$ cat src/rtl/crc_pkg.sv
// Shared CRC definitions for the read/write controllers: widths, polynomial,
// FSM state encoding and the single-bit remainder update.
package crc_pkg;

  localparam int DATA_W = 8;
  localparam int CRC_W  = 4;
  localparam int CW_W   = DATA_W + CRC_W;
  localparam int CNT_W  = $clog2(CW_W);

  // Low-order generator terms; the x^CRC_W term is implicit (x^4+x+1).
  localparam logic [CRC_W-1:0] POLY = 4'h3;

  typedef enum logic [2:0] {
    ST_IDLE  = 3'd0,
    ST_READ  = 3'd1,
    ST_LOAD  = 3'd2,
    ST_SHIFT = 3'd3,
    ST_CHECK = 3'd4
  } crc_state_e;

  function automatic logic [CRC_W-1:0] crcStep(input logic [CRC_W-1:0] rem,
                                               input logic              inBit);
    logic fb;
    fb = rem[CRC_W-1] ^ inBit;
    return {rem[CRC_W-2:0], 1'b0} ^ ({CRC_W{fb}} & POLY);
  endfunction

endpackage

$ cat src/rtl/crc_serial_lfsr.sv
// Serial CRC remainder register, one message bit per enabled cycle, MSB first.
// Shared by the encoder and checker datapaths.
module crc_serial_lfsr
  import crc_pkg::*;
(
  input  logic             clk,
  input  logic             rst,
  input  logic             clr,
  input  logic             en,
  input  logic             in_bit,
  output logic [CRC_W-1:0] rem
);

  logic [CRC_W-1:0] rem_q;
  logic [CRC_W-1:0] rem_d;

  always_comb begin
    rem_d = rem_q;
    if (clr) begin
      rem_d = '0;
    end else if (en) begin
      rem_d = crcStep(rem_q, in_bit);
    end
  end

  always_ff @(posedge clk) begin
    if (!rst) begin
      rem_q <= '0;
    end else begin
      rem_q <= rem_d;
    end
  end

  assign rem = rem_q;

endmodule

$ cat src/rtl/crc_check_controller.sv
// Read-side CRC checker: fetches one codeword, runs it serially through the
// CRC LFSR and reports the data with an error flag.
module crc_check_controller
  import crc_pkg::*;
(
  input  logic              clk,
  input  logic              rst,
  input  logic              read,
  output logic              read_mem_en,
  input  logic [CW_W-1:0]   mem_rdata,
  output logic              read_mem_busy,
  output logic              read_valid,
  output logic [DATA_W-1:0] read_data,
  output logic              crc_error
);

  localparam logic [CNT_W-1:0] LAST_CNT = CNT_W'(CW_W - 1);

  crc_state_e        state_q;
  logic [CNT_W-1:0]  count_q;
  logic [CW_W-1:0]   shiftReg_q;
  logic [DATA_W-1:0] capData_q;
  logic              readMemEn_q;
  logic              busy_q;
  logic              valid_q;
  logic [DATA_W-1:0] readData_q;
  logic              crcError_q;

  logic [CRC_W-1:0]  rem;
  logic [CRC_W-1:0]  remNext;
  logic              inBit;

  assign inBit = shiftReg_q[CW_W-1];

  crc_serial_lfsr u_lfsr (
    .clk    (clk),
    .rst    (rst),
    .clr    (state_q == ST_LOAD),
    .en     (state_q == ST_SHIFT),
    .in_bit (inBit),
    .rem    (rem)
  );

  // The error flag is latched on the same edge that absorbs the last bit,
  // so it must look at the remainder the LFSR is about to take.
  assign remNext = crcStep(rem, inBit);

  always_ff @(posedge clk) begin
    if (!rst) begin
      state_q     <= ST_IDLE;
      count_q     <= '0;
      shiftReg_q  <= '0;
      capData_q   <= '0;
      readMemEn_q <= 1'b0;
      busy_q      <= 1'b0;
      valid_q     <= 1'b0;
      readData_q  <= '0;
      crcError_q  <= 1'b0;
    end else begin
      case (state_q)
        ST_IDLE: begin
          if (read) begin
            state_q     <= ST_READ;
            readMemEn_q <= 1'b1;
            busy_q      <= 1'b1;
          end
        end
        ST_READ: begin
          readMemEn_q <= 1'b0;
          state_q     <= ST_LOAD;
        end
        ST_LOAD: begin
          shiftReg_q <= mem_rdata;
          capData_q  <= mem_rdata[CW_W-1:CRC_W];
          count_q    <= '0;
          state_q    <= ST_SHIFT;
        end
        ST_SHIFT: begin
          shiftReg_q <= {shiftReg_q[CW_W-2:0], 1'b0};
          if (count_q == LAST_CNT) begin
            count_q    <= '0;
            state_q    <= ST_CHECK;
            valid_q    <= 1'b1;
            readData_q <= capData_q;
            crcError_q <= |remNext;
          end else begin
            count_q <= count_q + 1'b1;
          end
        end
        ST_CHECK: begin
          valid_q <= 1'b0;
          busy_q  <= 1'b0;
          state_q <= ST_IDLE;
        end
        default: begin
          state_q     <= ST_IDLE;
          count_q     <= '0;
          readMemEn_q <= 1'b0;
          busy_q      <= 1'b0;
          valid_q     <= 1'b0;
        end
      endcase
    end
  end

  assign read_mem_en   = readMemEn_q;
  assign read_mem_busy = busy_q;
  assign read_valid    = valid_q;
  assign read_data     = readData_q;
  assign crc_error     = crcError_q;

endmodule

$ cat config.mk
export PLATFORM = sky130hd
export DESIGN_NAME = crc_check_controller
export DESIGN_NICKNAME = d
export VERILOG_FILES = /design/src/rtl/crc_pkg.sv /design/src/rtl/crc_serial_lfsr.sv /design/src/rtl/crc_check_controller.sv
export SDC_FILE = /design/constraint.sdc
export NUM_CORES = 1
export LEC_CHECK = 0
export ABC_AREA = 1
export BUFFER_PORTS_ARGS = -buffer_cell sky130_fd_sc_hd__buf_2
export CORE_UTILIZATION = 50
export DETAILED_ROUTE_END_ITERATION = 7
export PLACE_DENSITY_LB_ADDON = 0.25
export SETUP_SLACK_MARGIN = 0.3
export SYNTH_ARGS = -nofsm -noshare
export SYNTH_HDL_FRONTEND = slang
export SYNTH_SLANG_ARGS = --single-unit
$ cat constraint.sdc
create_clock -name clk -period 1.7 [get_ports clk]
set_input_delay 0 -clock clk [delete_from_list [all_inputs] [get_ports clk]]
set_output_delay 0 -clock clk [all_outputs]
set_load 0.1 [all_outputs]
==> out/results.ini, run 1 <==
[place]
post-dp-hpwl_um=2350
dpl_worst_slack_ns=0.215
routabilityCongestion=0.753
place_inst=280
numPortBuffers=26

[setup_path]
path_class=register to register
crit_required_ns=1.93
r2r_cells=6
start_kind=register
rr_startpoint=count_q[0]
worstPathArrival_ns=1.52
path_max_fanout=11
cp-end-kind=register
crit_start=count_q[0]

[sta]
final.setup.tns_ns=0
slew_headroom_pct=64.7
tightest_slew_ns=0.530
setup_viol=0
finalClockSkew_ns=0.0100
min_period_ns=1.30
slew_viol_final=0
rsz0062_at_grt=false
finalHoldViolCount=0
fmax_ghz=0.771
fin_crit_sh_pct=76.3
worst_slack_ns=0.403

[power]
p_int_mw=1.53
combPwrFrac_pct=14.1
p_switching_uw=563
p_seq_share_pct=53.3
swShare_pct=27.0
p_per_area_mw_per_mm2=996
ir_drop_mv=0.722
power.share.clock_pct=32.6
p_leak_nw=0.903

[clock_tree]
cts.sinks=43
max-clock-path-buffers=2
cts_made_buffers=5
ctsHtreeMaxLevel=2
insertion_delay_ns=0.36
cts-root-buf=clkbuf_4
cts.clk_slew.worst_paths_ns=0.13
cts_tree=done

[floorplanning]
die_area_mm2=0.00364
fp.dieW_um=60.3
rows=20
die_y_um=60.3
core_mm2=0.00313
io_pins=27
start_util_pct=54.4

[hold_path]
hp-class=input pin to register
min_path_cells=4
hp-start=mem_rdata[3]

[synthesis]
ys_seq_elements=43
avgSynthCellArea_um2=7.84
synth_fp_nets=234
syn_inst=217
yosys_warnings=0
netlist_area_mm2=0.00170
yosysUniqueCellTypes=23
yosysSeqAreaShare_pct=50.6

[grt]
grt_first_pass_wirelength_um=5740
antenna_found_initial=0
grt_max_degree=18
grt_pass1_vias=1361
gr-total-overflow=0
grtUsageTotal_pct=21.6

[flow_run]
drv_cap=0

[run_status]
outcome=finished clean

[routing]
drc=0
vias_per_cell=4.91
antenna_violating_nets_post_route=0
drtIter0Drc=58
vias=1492
wl_per_cell_um=11.5
first_pass_iters=4
wl_um=3490

[layout]
nNetsFinal=276
area_growth_pct=23.2
num_antenna_cells=0
drive_gt1_share_pct=21.5
fin_cells=304

cells in the final DEF (no fill, tap or decap), drive strengths merged:
cell and instances:
nand2 50, nor3 1, buf 31, nand3 8
nor2 37, a211oi 1, xor2 1, a21oi 23
inv 13, bufinv 1, dfxtp 43, clkinv 1
xnor2 1, o21ai 18, clkbuf 6, a31oi 9
dlygate4sd3 14, ha 2
stage by stage:
step           cell area (um2)  power [mW]  hold slack [ns]  util [%]
6_report                  2100        2.09            0.434      67.0
3_3_place_gp              1850        1.40            0.264      59.0
5_1_grt                   2100        2.18            0.460      67.0
3_5_place_dp              1850        1.40            0.269      59.0
4_1_cts                   2090        2.09            0.431      66.8
2_1_floorplan             1700        1.34            0.147         -
metal layers:
metal | GRT usage, % | up-vias | routed length, um
met5 | 0 | - | 0
met4 | 6.31 | 0 | 43
met3 | 7.04 | 8 | 187
met2 | 35.5 | 36 | 1620
met1 | 27.0 | 657 | 1640
li1 | - | 791 | -
sequential cells by signal, indices dropped and copies added, names as in the netlist:
name	flops
state_q	3
shiftReg_q	12
capData_q	8
count_q	4
crc_error	1
read_mem_busy	1
read_mem_en	1
read_valid	1
u_lfsr.rem	4
read_data	8
repair_timing:
| item | CTS | global route |
|---|---|---|
| hold endpoints to repair | 32 | 0 |
| setup endpoints to repair | 13 | 22 |
| hold buffers | 14 | 0 |
| pin swaps | 1 | 1 |
| gates resized for setup | 2 | 3 |
| setup buffers | 2 | 0 |
cells by family after synthesis:
group / after synthesis / share of synthesized area, %
buffers and inverters: 23 / 6.54
adder cells (fa/ha/maj): 2 / 1.47
flip-flops: 43 / 50.6
AO/OA/AOI/OAI: 51 / 16.0
XOR/XNOR: 2 / 1.03
AND/OR/NAND/NOR: 96 / 24.3
critical path, cell delays in order, from the launching register on:
cell and delay [ns]:
dfxtp_1 0.38, ha_1 0.21, nand3_1 0.16, nor2_4 0.16, inv_2 0.12, nand2_1 0.09, a21oi_1 0.06
area by class of cell:
class | instances | area, um2
clock inverter | 2 | 35.0
clock buffer | 6 | 51.3
timing repair buffer | 45 | 308
tap | 44 | 55.1
fill | 268 | 1030
inverter | 13 | 48.8
sequential | 43 | 865
multi-input combinational | 151 | 734
synth_stat cells, drive strengths merged:
master  number  area (um2)
nand2       50         195
dfxtp       43         861
nor2        37         161
a21oi       23         119
o21ai       18        90.1
inv         13        48.8
a31oi        9        56.3
nand3        8        52.6
buf          7        48.8
clkbuf       3        13.8
ha           2        25.0
a211oi       1        7.51
nor3         1        5.00
xnor2        1        8.76
xor2         1        8.76
path summary, 6_finish.rpt:
path                                      end  slack, ns
worst max register to register      crc_error       0.40
worst max-delay path                crc_error       0.40
worst min-delay path            shiftReg_q[3]       0.43
worst min register to register    read_mem_en       0.46
power groups by stage:
stage / Combinational [mW] / Clock (mW) / Sequential, mW
3_3_place_gp: 0.263 / 0 / 1.13
4_1_cts: 0.292 / 0.685 / 1.11
3_5_place_dp: 0.267 / 0 / 1.13
6_report: 0.294 / 0.680 / 1.11
5_1_grt: 0.330 / 0.724 / 1.12
2_1_floorplan: 0.187 / 0 / 1.15
No activity file was read; power rests on OpenSTA's default activity.
==> run 2: changes to the inputs <==
==> constraint.sdc (replaced) <==
create_clock -name clk -period 1.36 [get_ports clk]
set_input_delay 0 -clock clk [delete_from_list [all_inputs] [get_ports clk]]
set_output_delay 0 -clock clk [all_outputs]
set_load 0.1 [all_outputs]
==> out/results.ini, run 2 (synthesized netlist as in run 1, its figures left out) <==
[setup_path]
cp-end-kind=register
crit_required_ns=1.65
path_class=register to register
r2r_slack_ns=0.20
slowest_stage=dfxtp_2
start_kind=register
path_delay_family=flip-flops
worstPathArrival_ns=1.46
cpPeakStageDelay_ns=0.38
path_max_fanout=17
cp_cell_sequence=buf_6 -> nand2_4 -> nor2_4 -> buf_12 -> nand2_1 -> a31oi_1
critPathBufInv=2

[clock_tree]
ctsHoldBuffers=13
insertion_delay_ns=0.36
cts.sinks=43
cts.clk_slew.worst_paths_ns=0.12
max-clock-path-buffers=2
ctsHtreeMaxLevel=2
cts_made_buffers=5
cts_tree=done
cts-root-buf=clkbuf_4

[routing]
vias=1581
antenna_violating_nets_post_route=0
first_pass_iters=4
wl_um=4040
wl_per_cell_um=13.0
drc=0
drtIter0Drc=106
vias_per_cell=5.07

[layout]
drive_gt1_share_pct=38.4
top_register=shiftReg_q
num_antenna_cells=0
largest_reg_flops=12
final_common_cell=nand2_1
area_growth_pct=39.3
nNetsFinal=284
final_cell_mix=nand2_1 (42), nor2_1 (28), dfxtp_1 (24)
fin_cells=312

[power]
power.share.clock_pct=23.9
p_per_area_mw_per_mm2=1050
p_seq_share_pct=56.4
swShare_pct=30.0
p_switching_uw=744
ir_drop_mv=0.775
combPwrFrac_pct=19.7
p_int_mw=1.73
p_leak_nw=0.955

[sta]
slew_viol_final=0
tightest_slew_ns=0.428
rsz0062_at_grt=true
finalHoldViolCount=7
min_period_ns=1.16
setup_viol=0
slew_headroom_pct=71.5
finalClockSkew_ns=0.00699
final.setup.tns_ns=0
whs_ns=-0.0527
fin_crit_sh_pct=85.5
fmax_ghz=0.860

[place]
numPortBuffers=26
post-dp-hpwl_um=2420
routabilityCongestion=0.819
place_inst=283

[grt]
grtUsageTotal_pct=23.4
antenna_found_initial=0
grt_max_degree=18
grt_pass1_vias=1430
grt_first_pass_wirelength_um=6130
gr-total-overflow=0

[flow_run]
drv_cap=0

[floorplanning]
rows=20
start_util_pct=54.4
fp.dieW_um=60.3
die_area_mm2=0.00364
core_mm2=0.00313
io_pins=27
die_y_um=60.3

[run_status]
violations=negative hold slack
outcome=finished, violations left

[hold_path]
hp-class=input pin to register

==> run 2: worst register-to-register path, stage by stage (launching register included) <==
cell	delay, ns
dfxtp_2	0.38
buf_6	0.13
nand2_4	0.06
nor2_4	0.14
buf_12	0.16
nand2_1	0.07
a31oi_1	0.16
==> run 2: layout make-up <==
cell class              instances  area (um2)
fillers                       237         758
multi-input cells             151         878
flip-flops and latches         43         895
clock buffers                   7        45.0
clock inverters                 1        5.00
repair buffers                 53         423
well taps                      44        55.1
inverters                      13        68.8
==> run 2: per-layer routing <==
layer  routed length [um]  vias to the layer above  share of wire, %  global-route usage [%]
li1                     -                      812                 -                       -
met1                 1710                      727                42                    27.4
met2                 2080                       35                51                    38.9
met3                  158                        7               3.9                    7.68
met4                   93                        0               2.3                    10.6
met5                    0                        -                 0                       0
==> run 2: power groups by stage <==
| stage | logic [mW] | clock network, mW | registers (mW) |
|---|---|---|---|
| global route | 0.533 | 0.668 | 1.41 |
| finish | 0.489 | 0.593 | 1.40 |
| CTS | 0.419 | 0.616 | 1.39 |
| detailed placement | 0.356 | 0 | 1.41 |
| floorplan | 0.255 | 0 | 1.44 |
| global placement | 0.354 | 0 | 1.41 |
==> run 2: through the flow <==
stage	instance area, um2	utilization, %	hold WS [ns]	setup slack [ns]	power (mW)
after floorplan	1780	-	0.147	0.208	1.70
after global placement	1930	61.8	0.257	0.137	1.77
after detailed placement	1930	61.8	0.261	0.0707	1.77
after CTS	2220	71.0	-0.0721	0.196	2.42
after global routing	2370	75.8	-0.0632	0.126	2.61
final	2370	75.8	-0.0527	0.197	2.48
==> run 2: what timing repair did <==
action	in CTS	in global routing
gates resized for setup	30	41
endpoints found under the hold margin	32	8
pin swaps	9	15
endpoints found under the setup margin	54	42
buffers inserted	5	3
==> run 2: path summary, 6_finish.rpt <==
path	from	endpoint	depth (start not counted)
setup / recovery	state_q[0]	shiftReg_q[7]	6
setup reg to reg	state_q[0]	shiftReg_q[7]	6
hold / removal	rst	read_data[1]	3
hold reg to reg	capData_q[5]	capData_q[5]	2
==> run 3: changes to the inputs <==
--- a/config.mk
+++ b/config.mk
@@ -9,7 +9,7 @@
 export BUFFER_PORTS_ARGS = -buffer_cell sky130_fd_sc_hd__buf_2
 export CORE_UTILIZATION = 50
 export DETAILED_ROUTE_END_ITERATION = 7
-export PLACE_DENSITY_LB_ADDON = 0.25
+export PLACE_DENSITY = 0.74
 export SETUP_SLACK_MARGIN = 0.3
 export SYNTH_ARGS = -nofsm -noshare
 export SYNTH_HDL_FRONTEND = slang
==> out/results.ini, run 3 (synthesized netlist as in run 1, its figures left out) <==
[run_status]
outcome=finished, violations left
violations=negative hold slack

[floorplanning]
core_mm2=0.00313
rows=20
fp.dieW_um=60.3
die_area_mm2=0.00364
die_y_um=60.3
start_util_pct=54.4
io_pins=27

[clock_tree]
cts_tree=done
cts.sinks=43
max-clock-path-buffers=2
cts-root-buf=clkbuf_4
insertion_delay_ns=0.34
ctsHtreeMaxLevel=2
cts_made_buffers=5
ctsHoldBuffers=13
cts.clk_slew.worst_paths_ns=0.11

[power]
combPwrFrac_pct=22.3
p_switching_uw=757
p_seq_share_pct=55.4
ir_drop_mv=0.834
p_leak_nw=1.01
p_int_mw=1.75
power.share.clock_pct=22.3
p_per_area_mw_per_mm2=1010
swShare_pct=30.2

[routing]
drtIter0Drc=90
vias=1645
wl_per_cell_um=13.2
antenna_violating_nets_post_route=0
wl_um=4200
vias_per_cell=5.16
drc=0
first_pass_iters=4

[setup_path]
r2r_slack_ns=0.18
crit_required_ns=1.60
path_max_fanout=2
rr_startpoint=shiftReg_q[11]
path_delay_family=flip-flops
start_kind=register
cp_cell_sequence=xor2_1 -> inv_1 -> ha_1 -> nand2_1 -> o21ai_0 -> a21oi_1
path_class=register to register
slowest_stage=dfxtp_2
r2r_cells=6
worstPathArrival_ns=1.42
cp-end-kind=register
r2r_end=crc_error
cpPeakStageDelay_ns=0.34
critPathBufInv=1

[sta]
slew_headroom_pct=67.5
finalClockSkew_ns=0.00375
min_period_ns=1.18
tightest_slew_ns=0.486
finalHoldViolCount=10
setup_viol=0
fin_crit_sh_pct=86.9
final.setup.tns_ns=0
whs_ns=-0.0458
slew_viol_final=0
rsz0062_at_grt=true
fmax_ghz=0.847

[hold_path]
hp-start=rst
min_path_cells=3
whs_endpoint=read_data[5]
hp-class=input pin to register

[layout]
largest_reg_flops=12
final_cell_mix=nand2_1 (30), nor2_1 (30), dfxtp_1 (24)
top_register=shiftReg_q
drive_gt1_share_pct=45.5
post-route-util_pct=79.8
nNetsFinal=293
num_antenna_cells=0
area_growth_pct=46.8
n_fill_cell=200

[flow_run]
drv_cap=0

[place]
numPortBuffers=26
post-dp-hpwl_um=2470
routabilityCongestion=0.810

[grt]
grt_pass1_vias=1540
antenna_found_initial=0
gr-total-overflow=0
grtUsageTotal_pct=26.1
grt_first_pass_wirelength_um=6910
use_met2_pct=44.7
grt_busiest_layer=met2
grt_use_met3_pct=6.61
grt_max_degree=14
use_met1_pct=32.1

run 3: cell types whose count changed in the layout (fill, tap and decap cells not counted), sizes merged:
| cell | before | now |
|---|---|---|
| clkinv | 2 | 0 |
| inv | 12 | 14 |
| clkinvlp | 0 | 1 |
| clkbuf | 7 | 6 |
| buf | 40 | 47 |
run 3: power by group through the flow:
| stage | clock network, mW | logic, mW | registers (mW) |
|---|---|---|---|
| 2_1_floorplan | 0 | 0.255 | 1.44 |
| 3_3_place_gp | 0 | 0.360 | 1.41 |
| 3_5_place_dp | 0 | 0.364 | 1.41 |
| 4_1_cts | 0.565 | 0.526 | 1.39 |
| 5_1_grt | 0.631 | 0.606 | 1.40 |
| 6_report | 0.560 | 0.561 | 1.39 |
run 3: routing by layer:
metal  wire length (um)  vias up
li1                   -      829
met5                  0        -
met2               2140       34
met1               1860      776
met4                 50        0
met3                156        6
run 3: layout make-up:
type | count | area [um2] | share of cell area (%)
repair inverters | 2 | 13.8 | 0.551
inverters | 13 | 66.3 | 2.66
multi-input cells | 151 | 903 | 36.2
clock buffers | 6 | 41.3 | 1.65
well taps | 44 | 55.1 | 2.20
flip-flops and latches | 43 | 895 | 35.8
repair buffers | 60 | 523 | 20.9
run 3: what timing repair did:
action | CTS | global route
gates resized for setup | 75 | 13
setup buffers | 8 | 5
endpoints found under the setup margin | 54 | 42
gates cloned | 3 | 0
hold endpoints to repair | 32 | 9
pin swaps | 22 | 12
run 3: through the flow:
step / hold slack, ns / instance area [um2] / setup slack (ns) / instances / total power [mW]
floorplan: 0.147 / 1780 / 0.208 / 217 / 1.70
global placement: 0.261 / 1940 / 0.135 / 284 / 1.77
detailed placement: 0.267 / 1940 / 0.0961 / 284 / 1.78
CTS: -0.0514 / 2420 / 0.187 / 314 / 2.48
global route: -0.0587 / 2500 / 0.0968 / 319 / 2.64
finish: -0.0458 / 2500 / 0.179 / 319 / 2.51
run 3: worst max-delay path by stage:
stage | startpoint | to | slack, ns | depth (start not counted)
floorplan | count_q[1] | read_data[0] | 0.21 | 7
global placement | state_q[1] | read_data[7] | 0.14 | 5
detailed placement | state_q[1] | read_data[7] | 0.1 | 5
CTS | shiftReg_q[11] | crc_error | 0.19 | 6
global route | count_q[0] | read_data[4] | 0.1 | 6
finish | shiftReg_q[11] | crc_error | 0.18 | 6
run 3: tightest hold or removal path, stage by stage:
cell and delay (ns):
buf_2 0.17, o21ai_2 0.07, nor2_1 0.04
